**config.mk**
```make
export PLATFORM = sky130hd
export DESIGN_NAME = disp_scan
export DESIGN_NICKNAME = d
export VERILOG_FILES = /design/src/rtl/disp_scan.sv
export SDC_FILE = /design/constraint.sdc
export NUM_CORES = 1
export LEC_CHECK = 0
export ABC_AREA = 1
export CAP_MARGIN = 10
export CORE_UTILIZATION = 56
export CTS_CLUSTER_SIZE = 20
export DETAILED_ROUTE_END_ITERATION = 10
export GPL_ROUTABILITY_DRIVEN = 0
export GPL_TIMING_DRIVEN = 0
export HOLD_SLACK_MARGIN = 0.06
export PLACE_DENSITY = 0.79
export SLEW_MARGIN = 20
export SYNTH_ARGS = -nofsm -noshare
export SYNTH_HDL_FRONTEND = slang
export SYNTH_SLANG_ARGS = --single-unit
```
**constraint.sdc**
```tcl
create_clock -name clk -period 2.45 [get_ports clk]
set_input_delay 0.49 -clock clk [delete_from_list [all_inputs] [get_ports clk]]
set_output_delay 0.49 -clock clk [all_outputs]
set_load 0.02 [all_outputs]
```
**src/rtl/disp_scan.sv**
```systemverilog
// ============================================================================
// disp_scan : multiplexed hex seven-segment scan controller with frame-
//             synchronous value update, dead time and leading-zero blanking
// Rev 1.0
// ============================================================================
`default_nettype none

module disp_scan #(
   parameter int DIGITS       = 4,
   parameter int PRESCALE     = 1024,
   parameter int BLANK_CYCLES = 2
) (
   input  logic                  clk,
   input  logic                  rst_n,
   input  logic [4*DIGITS-1:0]   value,
   input  logic                  load,
   input  logic [DIGITS-1:0]     dp_in,
   input  logic                  blank_lz,
   output logic [3:0]            nibble,
   output logic                  dp,
   output logic [DIGITS-1:0]     digit_en,
   output logic                  frame
);

   localparam int PCW = (PRESCALE > 1) ? $clog2(PRESCALE) : 1;
   localparam int DIW = $clog2(DIGITS);
   localparam logic [PCW-1:0] C_PC_LAST = PCW'(PRESCALE - 1);
   localparam logic [DIW-1:0] C_DI_LAST = DIW'(DIGITS - 1);

   logic [PCW-1:0]      pc_q, pc_d;
   logic [DIW-1:0]      di_q, di_d;
   logic [4*DIGITS-1:0] sh_val_q, sh_val_d;
   logic [DIGITS-1:0]   sh_dp_q, sh_dp_d;
   logic                pend_q, pend_d;
   logic [4*DIGITS-1:0] act_val_q, act_val_d;
   logic [DIGITS-1:0]   act_dp_q, act_dp_d;
   logic [3:0]          nibble_q, nibble_d;
   logic                dp_q, dp_d;
   logic [DIGITS-1:0]   en_q, en_d;
   logic                frame_q, frame_d;

   logic                w_slot_end;
   logic                w_wrap;
   logic                w_zero_run;
   logic [DIGITS-1:0]   w_lz_blank;

   always_comb begin
      pc_d       = pc_q;
      di_d       = di_q;
      sh_val_d   = sh_val_q;
      sh_dp_d    = sh_dp_q;
      pend_d     = pend_q;
      act_val_d  = act_val_q;
      act_dp_d   = act_dp_q;
      nibble_d   = nibble_q;
      dp_d       = dp_q;
      en_d       = '0;
      frame_d    = 1'b0;
      w_zero_run = 1'b1;
      w_lz_blank = '0;

      w_slot_end = (pc_q == C_PC_LAST);
      w_wrap     = w_slot_end && (di_q == C_DI_LAST);

      pc_d = w_slot_end ? '0 : pc_q + PCW'(1);
      if (w_slot_end) begin
         di_d = (di_q == C_DI_LAST) ? '0 : di_q + DIW'(1);
      end

      // A load on the wrap cycle bypasses the shadow straight into the active set.
      if (w_wrap) begin
         if (load) begin
            act_val_d = value;
            act_dp_d  = dp_in;
            pend_d    = 1'b0;
         end else if (pend_q) begin
            act_val_d = sh_val_q;
            act_dp_d  = sh_dp_q;
            pend_d    = 1'b0;
         end
      end else if (load) begin
         sh_val_d = value;
         sh_dp_d  = dp_in;
         pend_d   = 1'b1;
      end

      if (w_slot_end) begin
         nibble_d = act_val_d[{di_d, 2'b00} +: 4];
         dp_d     = act_dp_d[di_d];
      end

      // Walk down from the top digit; digit 0 is never part of the blank run.
      for (int k = DIGITS - 1; k >= 1; k--) begin
         w_zero_run    = w_zero_run & (act_val_d[4*k +: 4] == 4'h0);
         w_lz_blank[k] = w_zero_run & ~act_dp_d[k];
      end

      if ((int'(pc_d) >= BLANK_CYCLES) && !(blank_lz && w_lz_blank[di_d])) begin
         en_d = DIGITS'(1) << di_d;
      end

      frame_d = (pc_d == C_PC_LAST) && (di_d == C_DI_LAST);
   end

   always_ff @(posedge clk or negedge rst_n) begin
      if (!rst_n) begin
         pc_q      <= '0;
         di_q      <= '0;
         sh_val_q  <= '0;
         sh_dp_q   <= '0;
         pend_q    <= 1'b0;
         act_val_q <= '0;
         act_dp_q  <= '0;
         nibble_q  <= '0;
         dp_q      <= 1'b0;
         en_q      <= '0;
         frame_q   <= 1'b0;
      end else begin
         pc_q      <= pc_d;
         di_q      <= di_d;
         sh_val_q  <= sh_val_d;
         sh_dp_q   <= sh_dp_d;
         pend_q    <= pend_d;
         act_val_q <= act_val_d;
         act_dp_q  <= act_dp_d;
         nibble_q  <= nibble_d;
         dp_q      <= dp_d;
         en_q      <= en_d;
         frame_q   <= frame_d;
      end
   end

   assign nibble   = nibble_q;
   assign dp       = dp_q;
   assign digit_en = en_q;
   assign frame    = frame_q;

endmodule

`default_nettype wire

```
==> summary.md, run 1 <==
| Metric | Value |
|---|---|
| Status | `finished clean` |
| Synth top area cells | `dfrtp_1 50%, nand2_1 11%, inv_1 5.8%, mux2_2 5.3%, nor2_1 3.9%` |
| Vias in the first global route | `2531` |
| RSZ-0062 raised after global routing | `no` |
| Initial antenna violation count | `0` |
| WL final | `between 6000 and 7000 um` |
| Via count | `between 2000 and 3000` |
| CP Buf/Inv Count | `2` |
| Vias/cell | `about 5.3` |
| F_max | `between 400 and 500 MHz` |
| DP Wirelength | `~4900 um` |
| DR iter-0 viols | `194` |
| Mean Syn Cell Area | `8.64 um^2` |
| Pleak | `between 1.5 and 2 nW` |
| CP arrival | `between 2000 and 3000 ps` |
| Drt first pass iters | `4` |
| Die Ht | `around 77 um` |
| Fraction of layout instances using a drive strength above 1 | `around 16%` |
| Synthesized area | `approximately 0.0032 mm^2` |
| Clk network pwr share | `a little over two fifths` |
| Clock slew at reported path FFs | `roughly 70 ps` |
| VDD IR max | `0.384 mV` |
| Tot GR Track Use | `25.3%` |
| Post-route minimum period | `roughly 2300 ps` |
| CTS Buf Count | `9` |
| Measured slew at the worst slew-check pin | `around 470 ps` |
| Internal reg-to-reg setup slack | `approximately 170 ps` |
| Layout Nets | `about 440` |
| Num Clock Sinks | `63` |
| Setup TNS | `0 ps` |
| Worst Setup End Kind | `flop` |
| Critical Path Source Type | `flop` |
| Net switching fraction of the power | `between 20% and 30%` |
| WHS | `slightly below 500 ps` |
| Most frequent cell on the critical path | `buf_4` |
| Register area share after synthesis | `about half` |
| PortBufs | `32` |
| Fillers | `roughly 440` |
| Largest net degree at the start of global routing | `40` |
| Post-Layout Cell Count | `491` |
| Switch Pwr | `just under 0.5 mW` |
| Worst path cell trace | `ha_1 > nand2_1 > nor2_4 > nand4_4 > buf_4 > nand2_2 > buf_4 > mux2_2` |
| Worst setup margin | `approximately 170 ps` |
| Final Hold Viols | `0` |
| H-tree levels | `3` |
| Io pins | `34` |
| Root buffer cell | `clkbuf_8` |
| CP max FO | `10` |
| Die area | `between 0.005 and 0.006 mm^2` |
| Top cell type by total area after synthesis | `dfrtp_1` |
| PD cells | `roughly 570 mW/mm^2` |
| Residual DRC count | `0` |
| Skew final | `5.62 ps` |
| FP Rows | `27` |
| Clk_lat worst skew | `340 ps` |
| Slowest-stage cell, CP | `dfrtp_1` |
| Number of synthesized register bits | `between 60 and 70` |
| Final Setup Violations | `0` |
| EDFF count, synth | `0` |
| Reg power frac | `50.3%` |
| Max Root-Sink Buffers | `2` |
| Initial Util | `around 58%` |
| Reg area | `about 0.0016 mm^2` |
| Cells after Synth | `between 300 and 400` |
| Cells after DPL | `about 470` |
| Delay-heaviest family, CP | `simple AND/OR/NAND/NOR gates` |
| DP Area | `around 0.0036 mm^2` |
| First-pass GRT wire length | `11600 um` |
| Yosys top cell area share | `between 40% and 50%` |
| Top FF cell, synth | `dfrtp_1` |
| Max cap viols | `0` |
| Synth cell types | `34` |
| Yosys warnings | `0` |
| Area growth from synthesis to layout | `21.0%` |
| ANT cells | `0` |
| Routed WL per cell | `~14 um` |
| Die X-Extent | `~77 um` |
| Combinational share of power | `7.9%` |
| Crit share post-route | `93.1%` |
| Worst slew margin | `between 60% and 70%` |
| CTS tree | `built` |
| Total global routing overflow | `0` |
| Pint | `approximately 1.7 mW` |
| Final ANT Viol Nets | `0` |
| Worst EP required | `2680 ps` |
| CP Class | `reg -> reg` |
| Pre-CTS setup slack | `about 180 ps` |
| Multi-input logic area | `0.00135 mm^2` |
| Pins over their slew limit | `0` |
| Fin area | `0.00385 mm^2` |
| Synth async-reset ratio | `100%` |
| Synth Net Count | `roughly 400` |
| Core area | `0.00551 mm^2` |
| Hold WC Path Type | `reg -> reg` |
| Crit-path max cell delay | `roughly 410 ps` |
-- area by class of cell --
class / count / area share, %
plain buffers: 11 / 1.76
clock buffers: 12 / 4.03
clock inverters: 3 / 1.11
inverters: 54 / 5.27
multi-input cells: 240 / 35.1
flip-flops and latches: 63 / 41.0
well taps: 72 / 2.34
repair buffers: 36 / 9.43
-- worst register-to-register path, stage by stage (launching register included) --
cell and delay (ps):
dfrtp_1 410, ha_1 200, nand2_1 100, nor2_4 240
nand4_4 210, buf_4 240, nand2_2 190, buf_4 230
mux2_2 350
-- cells in the mapped netlist (all sizes together) (5+ instances only) --
library cell and instances:
nand2 94, dfrtp 63, inv 54, nor2 40, o21ai 22, mux2 15
nand3 15, a21oi 12, o22ai 11, buf 7, nand4 5, nor3 5
-- state kept, by name (all words and copies together) (netlist names) --
register,cells
di_q,2
pc_q,10
act_dp_q,4
nibble,4
pend_q,1
frame,1
sh_val_q,16
dp,1
act_val_q,16
digit_en,4
sh_dp_q,4
-- stage by stage --
stage          util, %  power, mW
3_3_place_gp      65.2       1.28
2_1_floorplan        -       1.20
5_1_grt           69.9       2.26
4_1_cts           69.3       2.19
6_report          69.9       2.18
3_5_place_dp      65.5       1.29
-- layout by cell type (no fill, tap or decap), types with 5 or more instances in the layout --
cell type        instances
dfrtp_1                 63
nor3_1                   5
o22ai_1                 11
nand2_1                 88
nand2_2                  6
o21ai_2                  5
a21oi_1                 12
clkbuf_8                11
clkdlybuf4s50_1         31
nor2_4                   5
mux2_2                  15
nor2_1                  33
inv_2                    5
o21ai_0                 13
nand3_1                 14
buf_4                    5
inv_1                   49
clkbuf_1                 5
-- timing repair --
item	4_1_cts	5_1_grt
hold endpoints to repair	2	0
hold buffers	1	0
gates resized for setup	0	6
endpoints found under the setup margin	0	4
buffers inserted	0	2
-- cell families after synthesis --
group                      share of synthesized area [%]
AOI/OAI and AO/OA                                   11.5
adders and majority gates                           1.57
xor gates and xnor gates                           0.826
DFF                                                 49.6
buffers and inverters                               8.42
and+or+nand+nor                                     22.8
muxes                                               5.31
-- power groups by stage --
stage	Combinational, mW	Sequential, mW	Clock, mW
4_1_cts	0.173	1.10	0.918
6_report	0.171	1.10	0.910
2_1_floorplan	0.0892	1.11	0
5_1_grt	0.192	1.10	0.968
3_3_place_gp	0.164	1.11	0
3_5_place_dp	0.171	1.12	0
-- layer usage --
metal  global-route usage (%)  wire, um  vias to the layer above
met3                     3.53       272                       14
li1                         -         -                     1280
met2                     38.7      3180                       59
met1                     35.1      3150                     1227
met4                     13.6       156                        0
met5                        0         0                        -
-- final timing paths --
path,start,endpoint,cells after the start
worst max-delay path,pc_q[0],sh_val_q[9],8
worst min-delay path,sh_val_q[12],sh_val_q[12],2
worst max register to register,pc_q[0],sh_val_q[9],8
worst min register to register,sh_val_q[12],sh_val_q[12],2
max in group asynchronous,rst_n,nibble[2],3
min in group asynchronous,rst_n,sh_val_q[8],2
No activity file was read; power rests on OpenSTA's default activity.
==> run 2: changes to the inputs <==
HOLD_SLACK_MARGIN = default   (was 0.06)
==> run 2 against run 1 <==
Compared with the run above:
- clock skew grew 0.53 ps
- worst hold slack lost 450 ps
- via count grew 0.39%
- maximum frequency shrank 0.12%
- sequential cell count is the same
==> summary.md, run 2 (synthesized netlist as in run 1, its figures left out) <==
| Metric | Value |
|---|---|
| Tot GR Track Use | `25.3% (unchanged)` |
| Vias in the first global route | `2533 (was 2531)` |
| WHS | `44.0 ps (was 497 ps)` |
| First-pass GRT wire length | `11600 um (about the same)` |
| Setup TNS | `0 ps (unchanged)` |
| Fin area | `0.00384 mm^2 (was 0.00385 mm^2)` |
| Largest net degree at the start of global routing | `40 (unchanged)` |
| Worst slew margin | `68.4% (was 68.8%)` |
| Core area | `0.00551 mm^2 (unchanged)` |
| Area growth from synthesis to layout | `20.7% (was 21.0%)` |
| Fraction of layout instances using a drive strength above 1 | `16.0% (about the same)` |
| Final Hold Viols | `0 (unchanged)` |
| Die area | `0.00598 mm^2 (unchanged)` |
| RSZ-0062 raised after global routing | `no (unchanged)` |
| Most frequent cells in the layout | `88 x nand2_1, 63 x dfrtp_1, 49 x inv_1 (unchanged)` |
| Measured slew at the worst slew-check pin | `474 ps (was 468 ps)` |
| Num Clock Sinks | `63 (unchanged)` |
| DR iter-0 viols | `171 (was 194)` |
| Clock slew at reported path FFs | `70 ps (about the same)` |
| Regs by FF count | `act_val_q (16), sh_val_q (16), pc_q (10) (unchanged)` |
| Io pins | `34 (unchanged)` |
| Skew final | `6.15 ps (was 5.62 ps)` |
| Critical Path Source Type | `flop (unchanged)` |
| PD cells | `568 mW/mm^2 (was 566 mW/mm^2)` |
| Status | `finished clean (unchanged)` |
| Post-route minimum period | `2280 ps (about the same)` |
| Via count | `2590 (was 2580)` |
| H-tree levels | `3 (unchanged)` |
| ANT cells | `0 (unchanged)` |
| Final ANT Viol Nets | `0 (unchanged)` |
| Post-Layout Cell Count | `490 (was 491)` |
| Switch Pwr | `0.497 mW (was 0.495 mW)` |
| Residual DRC count | `0 (unchanged)` |
| Pins over their slew limit | `0 (unchanged)` |
| Die Ht | `77.4 um (unchanged)` |
| Total global routing overflow | `0 (unchanged)` |
| Cells after DPL | `473 (unchanged)` |
| WL final | `6750 um (was 6760 um)` |
| Most common cell after layout, fill and taps aside | `nand2_1 (unchanged)` |
| CTS Buf Count | `9 (unchanged)` |
| CP arrival | `2510 ps (about the same)` |
| DP Wirelength | `4900 um (unchanged)` |
| Pleak | `1.91 nW (about the same)` |
| Initial antenna violation count | `0 (unchanged)` |
| VDD IR max | `0.381 mV (was 0.384 mV)` |
| Hold_buf cts | `0 (was 1)` |
| Root buffer cell | `clkbuf_8 (unchanged)` |
| F_max | `438 MHz (about the same)` |
| DP Area | `0.00361 mm^2 (unchanged)` |
| Pre-CTS setup slack | `180 ps (unchanged)` |
| Hold WC Path Type | `in -> async (was reg -> reg)` |
| Vias/cell | `5.29 (was 5.25)` |
| PortBufs | `32 (unchanged)` |
| Clk_lat worst skew | `340 ps (about the same)` |
| Reg power frac | `50.3% (about the same)` |
| Pint | `1.68 mW (about the same)` |
| Worst Setup End Kind | `flop (unchanged)` |
| Clk network pwr share | `41.9% (was 41.8%)` |
| CP max FO | `10 (unchanged)` |
| Initial Util | `57.8% (unchanged)` |
| Worst-case reg-to-reg path depth | `8 (unchanged)` |
| Layout Nets | `442 (was 443)` |
| Drt first pass iters | `4 (unchanged)` |
| FP Rows | `27 (unchanged)` |
| CP Class | `reg -> reg (unchanged)` |
| Max Root-Sink Buffers | `2 (unchanged)` |
| Worst EP required | `2670 ps (was 2680 ps)` |
| Die X-Extent | `77.4 um (unchanged)` |
| Post-layout util | `69.7% (was 69.9%)` |
| Max cap viols | `0 (unchanged)` |
| Crit share post-route | `93.2% (was 93.1%)` |
| Routed WL per cell | `13.8 um (about the same)` |
| Worst setup margin | `166 ps (was 169 ps)` |
| CTS tree | `built (unchanged)` |
| Net switching fraction of the power | `22.8% (was 22.7%)` |
| Final Setup Violations | `0 (unchanged)` |
| Combinational share of power | `7.8% (was 7.9%)` |
| Tot Pwr | `2.18 mW (about the same)` |
## run 2: cell types whose count changed in the layout (fill, tap and decap cells not counted), sizes merged
cell         previous run  this run
dlygate4sd3             1         0
## run 2: power by group through the flow
stage	registers, mW	logic (mW)	clock network (mW)
after floorplan	1.11	0.0892	0
after detailed placement	1.12	0.171	0
after global routing	1.10	0.191	0.968
after CTS	1.10	0.172	0.918
after global placement	1.11	0.164	0
final	1.10	0.170	0.913
## run 2: critical path, cell delays in order (launching register included)
cell     delay, ps
dfrtp_1        410
ha_1           200
nand2_1         90
nor2_4         240
nand4_4        210
buf_4          240
nand2_2        180
buf_4          230
mux2_2         350
## run 2: worst paths after layout
| path | startpoint | endpoint | slack, ps |
|---|---|---|---|
| max | pc_q[0] | sh_val_q[2] | 170 |
| min | rst_n | sh_val_q[8] | 40 |
| max reg2reg | pc_q[0] | sh_val_q[2] | 170 |
| min reg2reg | sh_val_q[12] | sh_val_q[12] | 500 |
| max in group asynchronous | rst_n | act_val_q[7] | 1890 |
| min in group clk | sh_val_q[12] | sh_val_q[12] | 500 |
## run 2: what timing repair did
action	4_1_cts	5_1_grt
buffers inserted	0	2
gates resized for setup	0	6
endpoints found under the setup margin	0	4
## run 2: area by class of cell
cell class	instances	area (um^2)
Fill cell	441	1670
Clock buffer	12	155
Buffer	11	67.6
Sequential cell	63	1580
Multi-Input combinational cell	240	1350
Clock inverter	3	42.5
Timing Repair Buffer	35	353
Tap cell	72	90.1
Inverter	54	203
## run 2: metal layers
metal	GRT usage (%)	part of all wire [%]	vias up
li1	-	-	1277
met1	35.1	47	1226
met2	38.7	46	70
met3	3.53	4.3	17
met4	13.6	2.5	0
met5	0	0	-
